==> src/rtl/unsigned_product_accumulator.sv <==
`default_nettype none
// ============================================================================
// Module   : unsigned_product_accumulator
// Brief    : Sums fixed-length bursts of unsigned products into a wide
//            accumulator and hands each total downstream over valid/ready.
// Revision : 1.0 - initial release
// ============================================================================
module unsigned_product_accumulator #(
  parameter int PRODUCT_WIDTH = 64,
  parameter int ACC_WIDTH     = 72,
  parameter int BURST_LEN     = 16,
  localparam int COUNT_WIDTH  = $clog2(BURST_LEN) + 1
) (
  input  logic                     Clk_In,
  input  logic                     Reset_In,
  input  logic                     Clear_In,
  input  logic [PRODUCT_WIDTH-1:0] Product_In,
  input  logic                     Product_Valid_In,
  output logic                     Product_Ready_Out,
  output logic [ACC_WIDTH-1:0]     Accumulated_Result_Out,
  output logic                     Result_Valid_Out,
  input  logic                     Result_Ready_In,
  output logic                     Overflow_Out,
  output logic [COUNT_WIDTH-1:0]   Count_Out
);

  typedef enum logic [0:0] {
    ST_ACCUM = 1'b0,
    ST_HOLD  = 1'b1
  } state_t;

  localparam logic [COUNT_WIDTH-1:0] c_last_count = COUNT_WIDTH'(BURST_LEN - 1);
  localparam logic [COUNT_WIDTH-1:0] c_count_one  = COUNT_WIDTH'(1);

  state_t                 state_q, state_d;
  logic [ACC_WIDTH-1:0]   acc_q, acc_d;
  logic [COUNT_WIDTH-1:0] count_q, count_d;
  logic                   ovf_q, ovf_d;
  logic [ACC_WIDTH:0]     w_sum;
  logic                   w_take;

  // Ready depends only on state and reset, never on the upstream valid.
  assign Product_Ready_Out = (state_q == ST_ACCUM) && !Reset_In;
  assign w_take            = Product_Valid_In && Product_Ready_Out;
  assign w_sum             = {1'b0, acc_q} + (ACC_WIDTH + 1)'(Product_In);

  always_comb begin
    state_d = state_q;
    acc_d   = acc_q;
    count_d = count_q;
    ovf_d   = ovf_q;
    if (Clear_In) begin
      state_d = ST_ACCUM;
      acc_d   = '0;
      count_d = '0;
      ovf_d   = 1'b0;
    end else if (state_q == ST_HOLD) begin
      if (Result_Ready_In) begin
        state_d = ST_ACCUM;
        acc_d   = '0;
        count_d = '0;
        ovf_d   = 1'b0;
      end
    end else if (w_take) begin
      acc_d   = w_sum[ACC_WIDTH-1:0];
      ovf_d   = ovf_q | w_sum[ACC_WIDTH];
      count_d = count_q + c_count_one;
      if (count_q == c_last_count) begin
        state_d = ST_HOLD;
      end
    end
  end

  always_ff @(posedge Clk_In) begin
    if (Reset_In) begin
      state_q <= ST_ACCUM;
      acc_q   <= '0;
      count_q <= '0;
      ovf_q   <= 1'b0;
    end else begin
      state_q <= state_d;
      acc_q   <= acc_d;
      count_q <= count_d;
      ovf_q   <= ovf_d;
    end
  end

  assign Accumulated_Result_Out = acc_q;
  assign Result_Valid_Out       = (state_q == ST_HOLD);
  assign Overflow_Out           = ovf_q;
  assign Count_Out              = count_q;

endmodule
`default_nettype wire

==> config.mk <==
export PLATFORM = sky130hd
export DESIGN_NAME = unsigned_product_accumulator
export DESIGN_NICKNAME = d
export VERILOG_FILES = /design/src/rtl/unsigned_product_accumulator.sv
export SDC_FILE = /design/constraint.sdc
export NUM_CORES = 1
export LEC_CHECK = 0
export CAP_MARGIN = 0
export CELL_PAD_IN_SITES_DETAIL_PLACEMENT = 2
export CELL_PAD_IN_SITES_GLOBAL_PLACEMENT = 2
export CORE_MARGIN = 2
export CORE_UTILIZATION = 26
export DETAILED_ROUTE_END_ITERATION = 6
export MAX_ROUTING_LAYER = met4
export PLACE_DENSITY_LB_ADDON = 0.1
export SETUP_SLACK_MARGIN = 0.4
export SLEW_MARGIN = 30
export SYNTH_ARGS = -nofsm -noshare
export SYNTH_HDL_FRONTEND = slang
export SYNTH_SLANG_ARGS = --single-unit
==> constraint.sdc <==
create_clock -name Clk_In -period 3.1 [get_ports Clk_In]
set_input_delay 0.465 -clock Clk_In [delete_from_list [all_inputs] [get_ports Clk_In]]
set_output_delay 0.465 -clock Clk_In [all_outputs]
set_load 0.03 [all_outputs]
Word-level counts from Yosys, hierarchy flattened
Cells that the tools add are included.
Widths: inputs -> output; s select.
{ "classes": {"n_mux": 13, "reduce_logical": 6, "n_eq_ne": 2, "addsub": 2, "n_bitwise": 2} }
{ "op_table": {"columns": ["op", "count"], "rows": [
  ["$mux 72", 3],
  ["$add 72x64->73", 1],
  ["$mux 5", 3],
  ["$mux 1", 7],
  ["$add 5x1->5 const B", 1],
  ["$eq 5x4->1 const B", 1],
  ["$logic_and 1x1->1", 2],
  ["$ne 2x2->1 const B", 1],
  ["$reduce_and 2->1", 1],
  ["$reduce_bool 2->1", 1],
  ["$reduce_or 2->1", 1],
  ["$logic_not 1->1", 1],
  ["$not 1->1", 1],
  ["$or 1x1->1", 1]
]} }
{ "word_totals": {"regBits": 79, "output_inout_bits": 80, "in_bits": 69, "wordCells": 29} }

Longest topological paths before layout
Gate-level depths: netlist of the first run.
{ "depth": {"depth_word": 5, "depth_mapped": 11, "ltp_nobuf": 11} }

Least setup slack after synthesis of the first run
No wires, ideal clock.
{ "synth_path": {"path_kind": "input port to flip-flop", "startpoint": "input port Product_In[0]", "endpoint": "register acc_q[62] (netlist: Accumulated_Result_Out[62])", "setup_ps": 117, "arrival_time_ps": 3135, "path_buffers": 0, "stages": 11, "required_ps": 2983, "path_slack_ps": -152, "path_cell_list": "ha_1 -> fa_1 -> a21o_1 -> a311o_1 -> a21boi_4 -> o211ai_4 -> a2111oi_4 -> or4_4 -> a21oi_1 -> or3_1 -> a32o_1"} }
{ "synth_between": {"elab_chain_cells": 3} }
{ "synth_rtl": {"columns": ["element", "line_no", "source"], "rows": [
  ["from (decl)", "17", "input logic [PRODUCT_WIDTH-1:0] Product_In,"],
  ["$add 72x64->73", "45", "assign w_sum = {1'b0, acc_q} + (ACC_WIDTH + 1)'(Product_In);"],
  ["$mux 72", "64", "end else if (w_take) begin"],
  ["$mux 72", "57", "end else if (state_q == ST_HOLD) begin"],
  ["to (signal assigned)", "77", "acc_q <= '0;"],
  ["to (signal assigned)", "82", "acc_q <= acc_d;"],
  ["to (decl)", "36", "logic [ACC_WIDTH-1:0] acc_q, acc_d;"]
]} }
No other way between the ends. The select of a mux whose other input is x is not followed.
A chain may end at the register's enable or synchronous reset.

Worst setup path after layout of the first run
{ "layout_path": {"startpoint": "register acc_q[19] (netlist: Accumulated_Result_Out[19])", "endpoint": "register acc_q[60] (netlist: Accumulated_Result_Out[60])"} }
{ "layout_between": {"elab_chain_cells": 3} }
{ "layout_rtl": {"columns": ["element", "line_no"], "rows": [
  ["$add 72x64->73", "45"],
  ["$mux 72", "64"],
  ["$mux 72", "57"]
]} }
No other way between the ends. The select of a mux whose other input is x is not followed.

==> results.py, run 1 <==
metrics = {
    "logic_synthesis": {
        "avgSynthCellArea_um2": 7.49,
        "synth_area_um2": 6810,
        "syn_nets": 1046,
        "ys_warn_count": 0,
        "ys_seq_elements": 79,
        "ys_types": 68,
        "synthCells": 910,
        "synthArstFlopShare": 0,
        "synth_edf_count": 0,
        "ys_seq_area_frac": 0.232,
        "ys.flop_type": "dfxtp_1",
    },
    "cts": {
        "htreeDepth": 3,
        "clock_sinks": 79,
        "cts_tree": "yes",
        "clk_pin_slew_worst_paths_ns": 0.08,
        "clock_latency_ns": 0.38,
        "numCtsBuffers": 9,
        "cts_hold_buf": 0,
        "clk_path_buf_depth": 2,
        "root_buffer": "clkbuf_16",
    },
    "timing": {
        "hold_viol_final": 0,
        "skew_ns": 0.0141,
        "slew_headroom": 0.509,
        "tightest_slew_ns": 0.729,
        "fmax_mhz": 297,
        "rsz0062_at_grt": "yes",
        "setup_viol": 17,
        "maxSlewViolCount": 0,
        "final.period_utilization": 1.09,
        "fin_ws_ns": -0.269,
        "finalSetupTns_ns": -2.22,
        "min_period_ns": 3.37,
    },
    "route": {
        "drt-total-wl_mm": 41.9,
        "wl_per_cell_um": 25.3,
        "routed_via_density": 5.56,
        "dr.first_iter.drc_count": 455,
        "drc": 0,
        "firstDrtPassIters": 5,
        "ant_nets": 0,
        "vias": 9205,
    },
    "power": {
        "p_switching_w": 0.00123,
        "leakage_nw": 5.29,
        "design_power_total_w": 0.00361,
        "worst_ir_drop_vdd_mv": 0.169,
        "power_density_nw_per_um2": 288,
        "p_clk_frac": 0.380,
        "p_int_w": 0.00238,
        "power.share.sequential": 0.295,
        "swShare": 0.342,
        "combPwrFrac": 0.325,
    },
    "hold_path": {
        "whs_endpoint": "Accumulated_Result_Out[43]",
        "hold_depth": 2,
        "hp-class": "flop to flop",
        "min_from": "Accumulated_Result_Out[43]",
    },
    "place": {
        "gp_congestion": 0.857,
        "preCtsSetupSlack_ns": -0.786,
        "dpl.hpwl_mm": 25.1,
        "io_buffers": 148,
    },
    "floorplanning": {
        "core-area_um2": 25900,
        "fp-row-count": 59,
        "die_w_um": 166,
        "initial_core_util": 0.263,
        "die_area_um2": 27500,
        "die_height_um": 166,
        "ios": 149,
    },
    "finish": {
        "drive_gt1_frac": 0.390,
        "final_common_cell": "buf_4",
        "nets": 1453,
        "most-common-layout-cells": "buf_4, clkdlybuf4s50_1, nand2_1",
        "areaGrowthSynthToFinish_pct": 83.8,
        "antenna-diode-count": 0,
    },
    "worst_setup_path": {
        "worst-setup-path-type": "flop to flop",
        "reg2reg_depth": 12,
        "end_kind": "flop",
        "r2r-start": "Accumulated_Result_Out[19]",
        "cp-start-kind": "flop",
        "cp.arrival_ns": 3.65,
        "critPathRequiredTime_ns": 3.38,
        "crit_fanout": 7,
        "r2r_end": "Accumulated_Result_Out[60]",
        "rrSetupSlack_ns": -0.27,
    },
    "job": {
        "maxCapViolCount": 0,
    },
    "outcome": {
        "violations": "setup timing",
        "status": "finished with violations",
    },
    "grt": {
        "globalRouteTotalUtil": 0.261,
        "grt_pass1_wl_mm": 55.8,
        "grt_overflow": 0,
        "antenna_found_initial": 0,
        "first_global_vias": 9938,
        "grt_max_degree": 42,
    },
}
metal layers:
layer,vias to the layer above,part of all wire,track usage,wire length [um]
met5,-,0,-,0
met1,4645,0.40,0.290,16800
met2,277,0.52,0.474,21700
met3,109,0.038,0.0367,1580
met4,0,0.045,0.0979,1880
li1,4174,-,-,-
logic make-up after synthesis:
| kind of cell | Yosys count | synth area share |
|---|---|---|
| AO/OA/AOI/OAI | 347 | 0.336 |
| XOR/XNOR | 50 | 0.0643 |
| adder cells (fa/ha/maj) | 67 | 0.124 |
| buffers and inverters | 64 | 0.0371 |
| flip-flops | 79 | 0.232 |
| multiplexers | 2 | 0.00294 |
| AND/OR/NAND/NOR | 301 | 0.204 |
registers in the layout, summed over array words and instances (netlist names):
name / count
Accumulated_Result_Out: 72
Count_Out: 5
Overflow_Out: 1
Result_Valid_Out: 1
per-stage QoR:
stage	hold WS, ns	utilization	area (um^2)	instances
6_report	0.473	0.483	12500	1657
5_1_grt	0.500	0.483	12500	1657
3_3_place_gp	0.451	0.407	10600	1596
4_1_cts	0.478	0.461	11900	1638
2_1_floorplan	0.522	-	6920	910
3_5_place_dp	0.469	0.407	10600	1596
worst max-delay path: stages (launching register included):
cell       delay (ns)
dfxtp_1          0.33
ha_1             0.36
buf_4            0.16
buf_4            0.17
a21o_1           0.23
a31oi_4          0.30
o22ai_4          0.15
nor3_4           0.27
a211oi_4         0.11
o2111ai_2        0.32
a31oi_1          0.23
or3_1            0.37
a32o_1           0.26
layout make-up:
type	count	area, um^2
fillers	2730	13400
multi-input cells	767	6270
repair buffers	448	3840
flip-flops and latches	79	1600
well taps	335	419
clock buffers	9	225
clock inverters	7	126
inverters	12	45.0
what timing repair did:
item | 4_1_cts | 5_1_grt
buffers inserted | 26 | 18
resized for setup | 222 | 103
cloned | 0 | 1
setup endpoints to repair | 59 | 55
pin swaps | 77 | 55
worst max path at each step:
stage                          startpoint                          to  slack [ns]  cells past startpoint
3_5_place_dp               Product_In[22]  Accumulated_Result_Out[63]       -0.79                     14
2_1_floorplan               Product_In[0]  Accumulated_Result_Out[62]        0.04                     11
6_report       Accumulated_Result_Out[19]  Accumulated_Result_Out[60]       -0.27                     12
4_1_cts         Accumulated_Result_Out[0]  Accumulated_Result_Out[62]       -0.02                     11
5_1_grt        Accumulated_Result_Out[19]  Accumulated_Result_Out[60]       -0.29                     12
3_3_place_gp                Product_In[0]  Accumulated_Result_Out[48]       -0.62                     13
power by group through the flow:
stage	Clock, W	Combinational [W]	Sequential, W
5_1_grt	0.00144	0.00124	0.00107
2_1_floorplan	0	0.000406	0.00112
6_report	0.00137	0.00117	0.00106
3_5_place_dp	0	0.000946	0.00108
3_3_place_gp	0	0.000923	0.00108
4_1_cts	0.00137	0.00105	0.00106
synthesized netlist by cell type, types with 6 or more instances:
master	count	share of area
a211oi_1	10	0.011
a21o_1	45	0.050
a21oi_1	94	0.069
a22oi_1	17	0.019
a31oi_1	10	0.0092
a32o_1	7	0.010
and3_1	9	0.0083
clkbuf_1	45	0.025
dfxtp_1	79	0.23
ha_1	66	0.12
inv_1	12	0.0066
nand2_1	116	0.064
nand3_1	10	0.0073
nand4_1	23	0.021
nor2_1	82	0.045
nor2b_1	9	0.0083
nor3_1	11	0.0081
o211ai_1	6	0.0066
o21a_1	10	0.011
o21ai_0	79	0.058
o21bai_1	15	0.017
o31ai_1	6	0.0066
or2_2	6	0.0055
or3_1	12	0.011
xnor2_1	26	0.033
xor2_1	24	0.031
(Power assumes the default switching activity.)
==> run 2: changes to the inputs <==
--- a/config.mk
+++ b/config.mk
@@ -9,9 +9,9 @@
 export CELL_PAD_IN_SITES_DETAIL_PLACEMENT = 2
 export CELL_PAD_IN_SITES_GLOBAL_PLACEMENT = 2
 export CORE_MARGIN = 2
-export CORE_UTILIZATION = 26
+export CORE_UTILIZATION = 35
 export DETAILED_ROUTE_END_ITERATION = 6
-export MAX_ROUTING_LAYER = met4
+export DONT_BUFFER_PORTS = 1
 export PLACE_DENSITY_LB_ADDON = 0.1
 export SETUP_SLACK_MARGIN = 0.4
 export SLEW_MARGIN = 30
==> constraint.sdc (replaced) <==
create_clock -name Clk_In -period 4.2 [get_ports Clk_In]
set_input_delay 0.63 -clock Clk_In [delete_from_list [all_inputs] [get_ports Clk_In]]
set_output_delay 0.63 -clock Clk_In [all_outputs]
set_load 0.03 [all_outputs]
==> results.py, run 2 (synthesized netlist as in run 1, its figures left out) <==
metrics = {
    "power": {
        "design_power_total_w": 0.00204,
        "worst_ir_drop_vdd_mv": 0.152,
        "leakage_nw": 3.07,
        "power_density_nw_per_um2": 277,
    },
    "worst_setup_path": {
        "critPathMaxStageDelay_ns": 0.54,
        "crit_path_top_delay_cell": "a2111oi_4",
        "critPathRequiredTime_ns": 4.44,
        "crit_fanout": 5,
        "worst-setup-path-type": "flop to flop",
        "end_kind": "flop",
        "cp-start-kind": "flop",
        "path_buf_inv": 0,
        "cp.arrival_ns": 3.87,
        "path_delay_family": "compound AO/OA/AOI/OAI gates",
        "crit_path_cell_trace": "ha_1 -> fa_1 -> a21o_1 -> a311o_1 -> a21boi_4 -> o211ai_4 -> a2111oi_4 -> or4_4 -> a21oi_1 -> or3_1 -> a32o_1",
        "rrSetupSlack_ns": 0.57,
    },
    "grt": {
        "grt_pass1_wl_mm": 39.3,
        "antenna_found_initial": 2,
        "globalRouteTotalUtil": 0.241,
        "grt_max_degree": 31,
        "first_global_vias": 7318,
        "grt_overflow": 0,
    },
    "timing": {
        "hold_viol_final": 0,
        "fmax_mhz": 275,
        "tightest_slew_ns": 0.832,
        "maxSlewViolCount": 0,
        "rsz0062_at_grt": "no",
        "skew_ns": 0.00472,
        "slew_headroom": 0.444,
        "min_period_ns": 3.63,
        "fin_ws_ns": 0.569,
        "setup_viol": 0,
        "final.period_utilization": 0.865,
        "finalSetupTns_ns": 0,
    },
    "floorplanning": {
        "die_w_um": 144,
        "fp-row-count": 51,
        "core-area_um2": 19300,
        "ios": 149,
        "initial_core_util": 0.354,
        "die_area_um2": 20600,
        "die_height_um": 144,
    },
    "outcome": {
        "status": "completed",
    },
    "route": {
        "wl_per_cell_um": 21.9,
        "routed_via_density": 5.94,
        "drc": 0,
        "drt-total-wl_mm": 25.2,
        "ant_nets": 0,
        "firstDrtPassIters": 4,
        "vias": 6827,
        "dr.first_iter.drc_count": 170,
    },
    "place": {
        "place_area_um2": 7030,
        "preCtsSetupSlack_ns": 0.318,
        "io_buffers": 0,
        "gp_congestion": 0.860,
        "dpl.hpwl_mm": 19.9,
    },
    "finish": {
        "areaGrowthSynthToFinish_pct": 8.01,
        "fin_util": 0.382,
        "antenna-diode-count": 0,
        "fin_area_um2": 7360,
        "final_common_cell": "nand2_1",
        "nets": 1017,
        "most-common-layout-cells": "nand2_1, a21oi_1, nor2_1",
        "largest_register_ffs": 72,
        "drive_gt1_frac": 0.0576,
    },
    "job": {
        "maxCapViolCount": 0,
    },
    "cts": {
        "clock_sinks": 79,
        "cts_tree": "yes",
        "clk_pin_slew_worst_paths_ns": 0.06,
        "clock_latency_ns": 0.35,
        "root_buffer": "clkbuf_16",
        "clk_path_buf_depth": 2,
        "numCtsBuffers": 9,
        "cts_hold_buf": 0,
        "htreeDepth": 3,
    },
    "hold_path": {
        "hp-class": "input pin to flop",
    },
}
run 2: changes by cell type in the layout (fill, tap and decap cells not counted), sizes merged:
cell | previous run | this run
bufinv | 3 | 1
inv | 15 | 12
clkbuf | 9 | 12
dlymetal6s2s | 1 | 0
clkdlybuf4s15 | 7 | 0
clkinv | 0 | 1
dlygate4sd2 | 18 | 0
clkdlybuf4s50 | 121 | 0
buf | 301 | 11
o221ai | 2 | 3
run 2: routing by layer:
layer	GRT usage	up-vias	part of all wire
met4	0.0521	4	0.011
met1	0.302	3374	0.44
li1	-	3305	-
met2	0.420	122	0.49
met5	0	-	0.00079
met3	0.0583	22	0.051
run 2: layout make-up:
class | instances | area [um^2]
inverters | 12 | 45.0
repair buffers | 11 | 82.6
clock inverters | 3 | 42.5
well taps | 265 | 332
clock buffers | 12 | 256
fillers | 2277 | 11900
multi-input cells | 768 | 5020
flip-flops and latches | 79 | 1580
run 2: power breakdown:
| part | switching (W) | leakage, nW | internal, W |
|---|---|---|---|
| registers | 0.0000500 | 0.640 | 0.000766 |
| logic | 0.000257 | 2.29 | 0.000139 |
| clock network | 0.000339 | 0.145 | 0.000490 |
run 2: what timing repair did:
| item | 4_1_cts | 5_1_grt |
|---|---|---|
| setup buffers | 0 | 2 |
| endpoints found under the setup margin | 0 | 9 |
| resized for setup | 0 | 2 |
run 2: worst min-delay path, stage by stage:
cell	delay (ns)
nor2b_1	0.02
a21oi_1	0.12
nor2_1	0.05
run 2: stage by stage:
step | cells | hold slack (ns)
6_report | 1150 | 0.520
5_1_grt | 1150 | 0.532
4_1_cts | 1147 | 0.507
3_5_place_dp | 1132 | 0.621
3_3_place_gp | 1132 | 0.607
2_1_floorplan | 910 | 0.592
run 2: worst paths after layout:
check                        startpoint                         end  depth (start not counted)
max           Accumulated_Result_Out[0]  Accumulated_Result_Out[58]                         11
min                     Result_Ready_In            Result_Valid_Out                          3
max reg2reg   Accumulated_Result_Out[0]  Accumulated_Result_Out[58]                         11
min reg2reg  Accumulated_Result_Out[41]  Accumulated_Result_Out[41]                          2
==> run 3: changes to the inputs <==
--- a/config.mk
+++ b/config.mk
@@ -8,7 +8,6 @@
 export CAP_MARGIN = 0
 export CELL_PAD_IN_SITES_DETAIL_PLACEMENT = 2
 export CELL_PAD_IN_SITES_GLOBAL_PLACEMENT = 2
-export CORE_MARGIN = 2
 export CORE_UTILIZATION = 35
 export DETAILED_ROUTE_END_ITERATION = 6
 export DONT_BUFFER_PORTS = 1
==> results.py, run 3 (synthesized netlist as in run 1, its figures left out) <==
metrics = {
    "power": {
        "power_density_nw_per_um2": 281,
        "swShare": 0.328,
        "worst_ir_drop_vdd_mv": 0.192,
        "p_switching_w": 0.000675,
        "leakage_nw": 3.07,
        "design_power_total_w": 0.00206,
        "p_int_w": 0.00138,
        "p_clk_frac": 0.409,
        "power.share.sequential": 0.396,
        "combPwrFrac": 0.194,
    },
    "place": {
        "gp_congestion": 0.893,
        "place_area_um2": 7010,
        "io_buffers": 0,
        "placed_cells": 1127,
        "dpl.hpwl_mm": 20.2,
    },
    "route": {
        "ant_nets": 0,
        "wl_per_cell_um": 22.5,
        "firstDrtPassIters": 4,
        "drc": 0,
        "drt-total-wl_mm": 25.8,
        "vias": 6933,
        "dr.first_iter.drc_count": 214,
        "routed_via_density": 6.06,
    },
    "cts": {
        "clk_path_buf_depth": 2,
        "numCtsBuffers": 9,
        "cts_tree": "yes",
        "clock_sinks": 79,
        "cts_hold_buf": 0,
        "clock_latency_ns": 0.36,
        "clk_pin_slew_worst_paths_ns": 0.07,
        "root_buffer": "clkbuf_16",
        "htreeDepth": 3,
    },
    "finish": {
        "final.fill_count": 2239,
        "final_common_cell": "nand2_1",
        "fin_util": 0.388,
        "instances_no_fill": 1145,
        "most-common-layout-cells": "nand2_1, a21oi_1, nor2_1",
        "drive_gt1_frac": 0.0565,
        "nets": 1016,
        "largest_register_ffs": 72,
        "antenna-diode-count": 0,
        "fin_area_um2": 7330,
        "areaGrowthSynthToFinish_pct": 7.60,
    },
    "floorplanning": {
        "die_area_um2": 20000,
        "core-area_um2": 18900,
        "fp-row-count": 50,
        "initial_core_util": 0.361,
        "die_w_um": 142,
        "ios": 149,
        "die_height_um": 142,
    },
    "worst_setup_path": {
        "cp.arrival_ns": 3.89,
        "worst-setup-path-type": "flop to flop",
        "crit_path_top_delay_cell": "a2111oi_4",
        "critPathRequiredTime_ns": 4.45,
        "critPathMaxStageDelay_ns": 0.52,
        "cp-start-kind": "flop",
        "crit_fanout": 5,
        "crit_path_cell_trace": "ha_1 -> fa_1 -> a21o_1 -> a311o_1 -> a21boi_4 -> o211ai_4 -> a2111oi_4 -> or4_4 -> a21oi_1 -> or3_1 -> a32o_1",
        "end_kind": "flop",
    },
    "outcome": {
        "status": "completed",
    },
    "timing": {
        "skew_ns": 0.0117,
        "min_period_ns": 3.64,
        "fmax_mhz": 275,
        "maxSlewViolCount": 0,
        "setup_viol": 0,
        "final.period_utilization": 0.867,
        "hold_viol_final": 0,
        "tightest_slew_ns": 0.736,
        "finalSetupTns_ns": 0,
        "rsz0062_at_grt": "no",
        "slew_headroom": 0.510,
    },
    "grt": {
        "antenna_found_initial": 0,
        "grt_pass1_wl_mm": 41.3,
        "first_global_vias": 7623,
        "grt_overflow": 0,
        "grt_max_degree": 42,
        "globalRouteTotalUtil": 0.261,
    },
    "hold_path": {
        "hp-class": "input pin to flop",
    },
    "job": {
        "maxCapViolCount": 0,
    },
}
run 3: final timing paths:
path / from / end / slack [ns] / depth (start not counted)
max: Accumulated_Result_Out[0] / Accumulated_Result_Out[58] / 0.56 / 11
min: Result_Ready_In / Result_Valid_Out / 0.55 / 3
max reg2reg: Accumulated_Result_Out[0] / Accumulated_Result_Out[58] / 0.56 / 11
min reg2reg: Accumulated_Result_Out[55] / Accumulated_Result_Out[55] / 0.63 / 2
run 3: per-layer routing:
layer,vias up,routed length (um),GRT usage
met3,28,1100,0.0385
met5,-,0,0
met2,137,13200,0.481
met1,3471,11000,0.313
li1,3297,-,-
met4,0,457,0.0753
run 3: through the flow:
stage,worst slack [ns],hold WS (ns)
2_1_floorplan,0.783,0.592
3_3_place_gp,0.522,0.613
3_5_place_dp,0.400,0.625
4_1_cts,0.537,0.516
5_1_grt,0.425,0.522
6_report,0.559,0.550
run 3: power groups by stage:
stage | combinational, W | clock (W) | sequential, W
finish | 0.000400 | 0.000842 | 0.000816
global route | 0.000440 | 0.000890 | 0.000818
CTS | 0.000399 | 0.000857 | 0.000816
detailed placement | 0.000395 | 0 | 0.000834
global placement | 0.000380 | 0 | 0.000833
floorplan | 0.000293 | 0 | 0.000827
run 3: repair_timing:
item,in CTS,in global routing
setup buffers,0,2
resized for setup,0,2
endpoints found under the setup margin,0,6
run 3: final cells by class:
class	count	area, um^2	share of cell area
clock buffers	11	243	0.0331
clock inverters	5	56.3	0.00768
inverters	12	45.0	0.00614
multi-input cells	767	5000	0.682
flip-flops and latches	79	1580	0.216
well taps	260	325	0.0444
repair buffers	11	82.6	0.0113
run 3: critical path: cells and delay by family (launching register included):
family / cells / cell delay (ns)
compound gates: 7 / 1.82
fa+ha+maj: 2 / 0.71
flops: 1 / 0.43
simple gates: 2 / 0.58
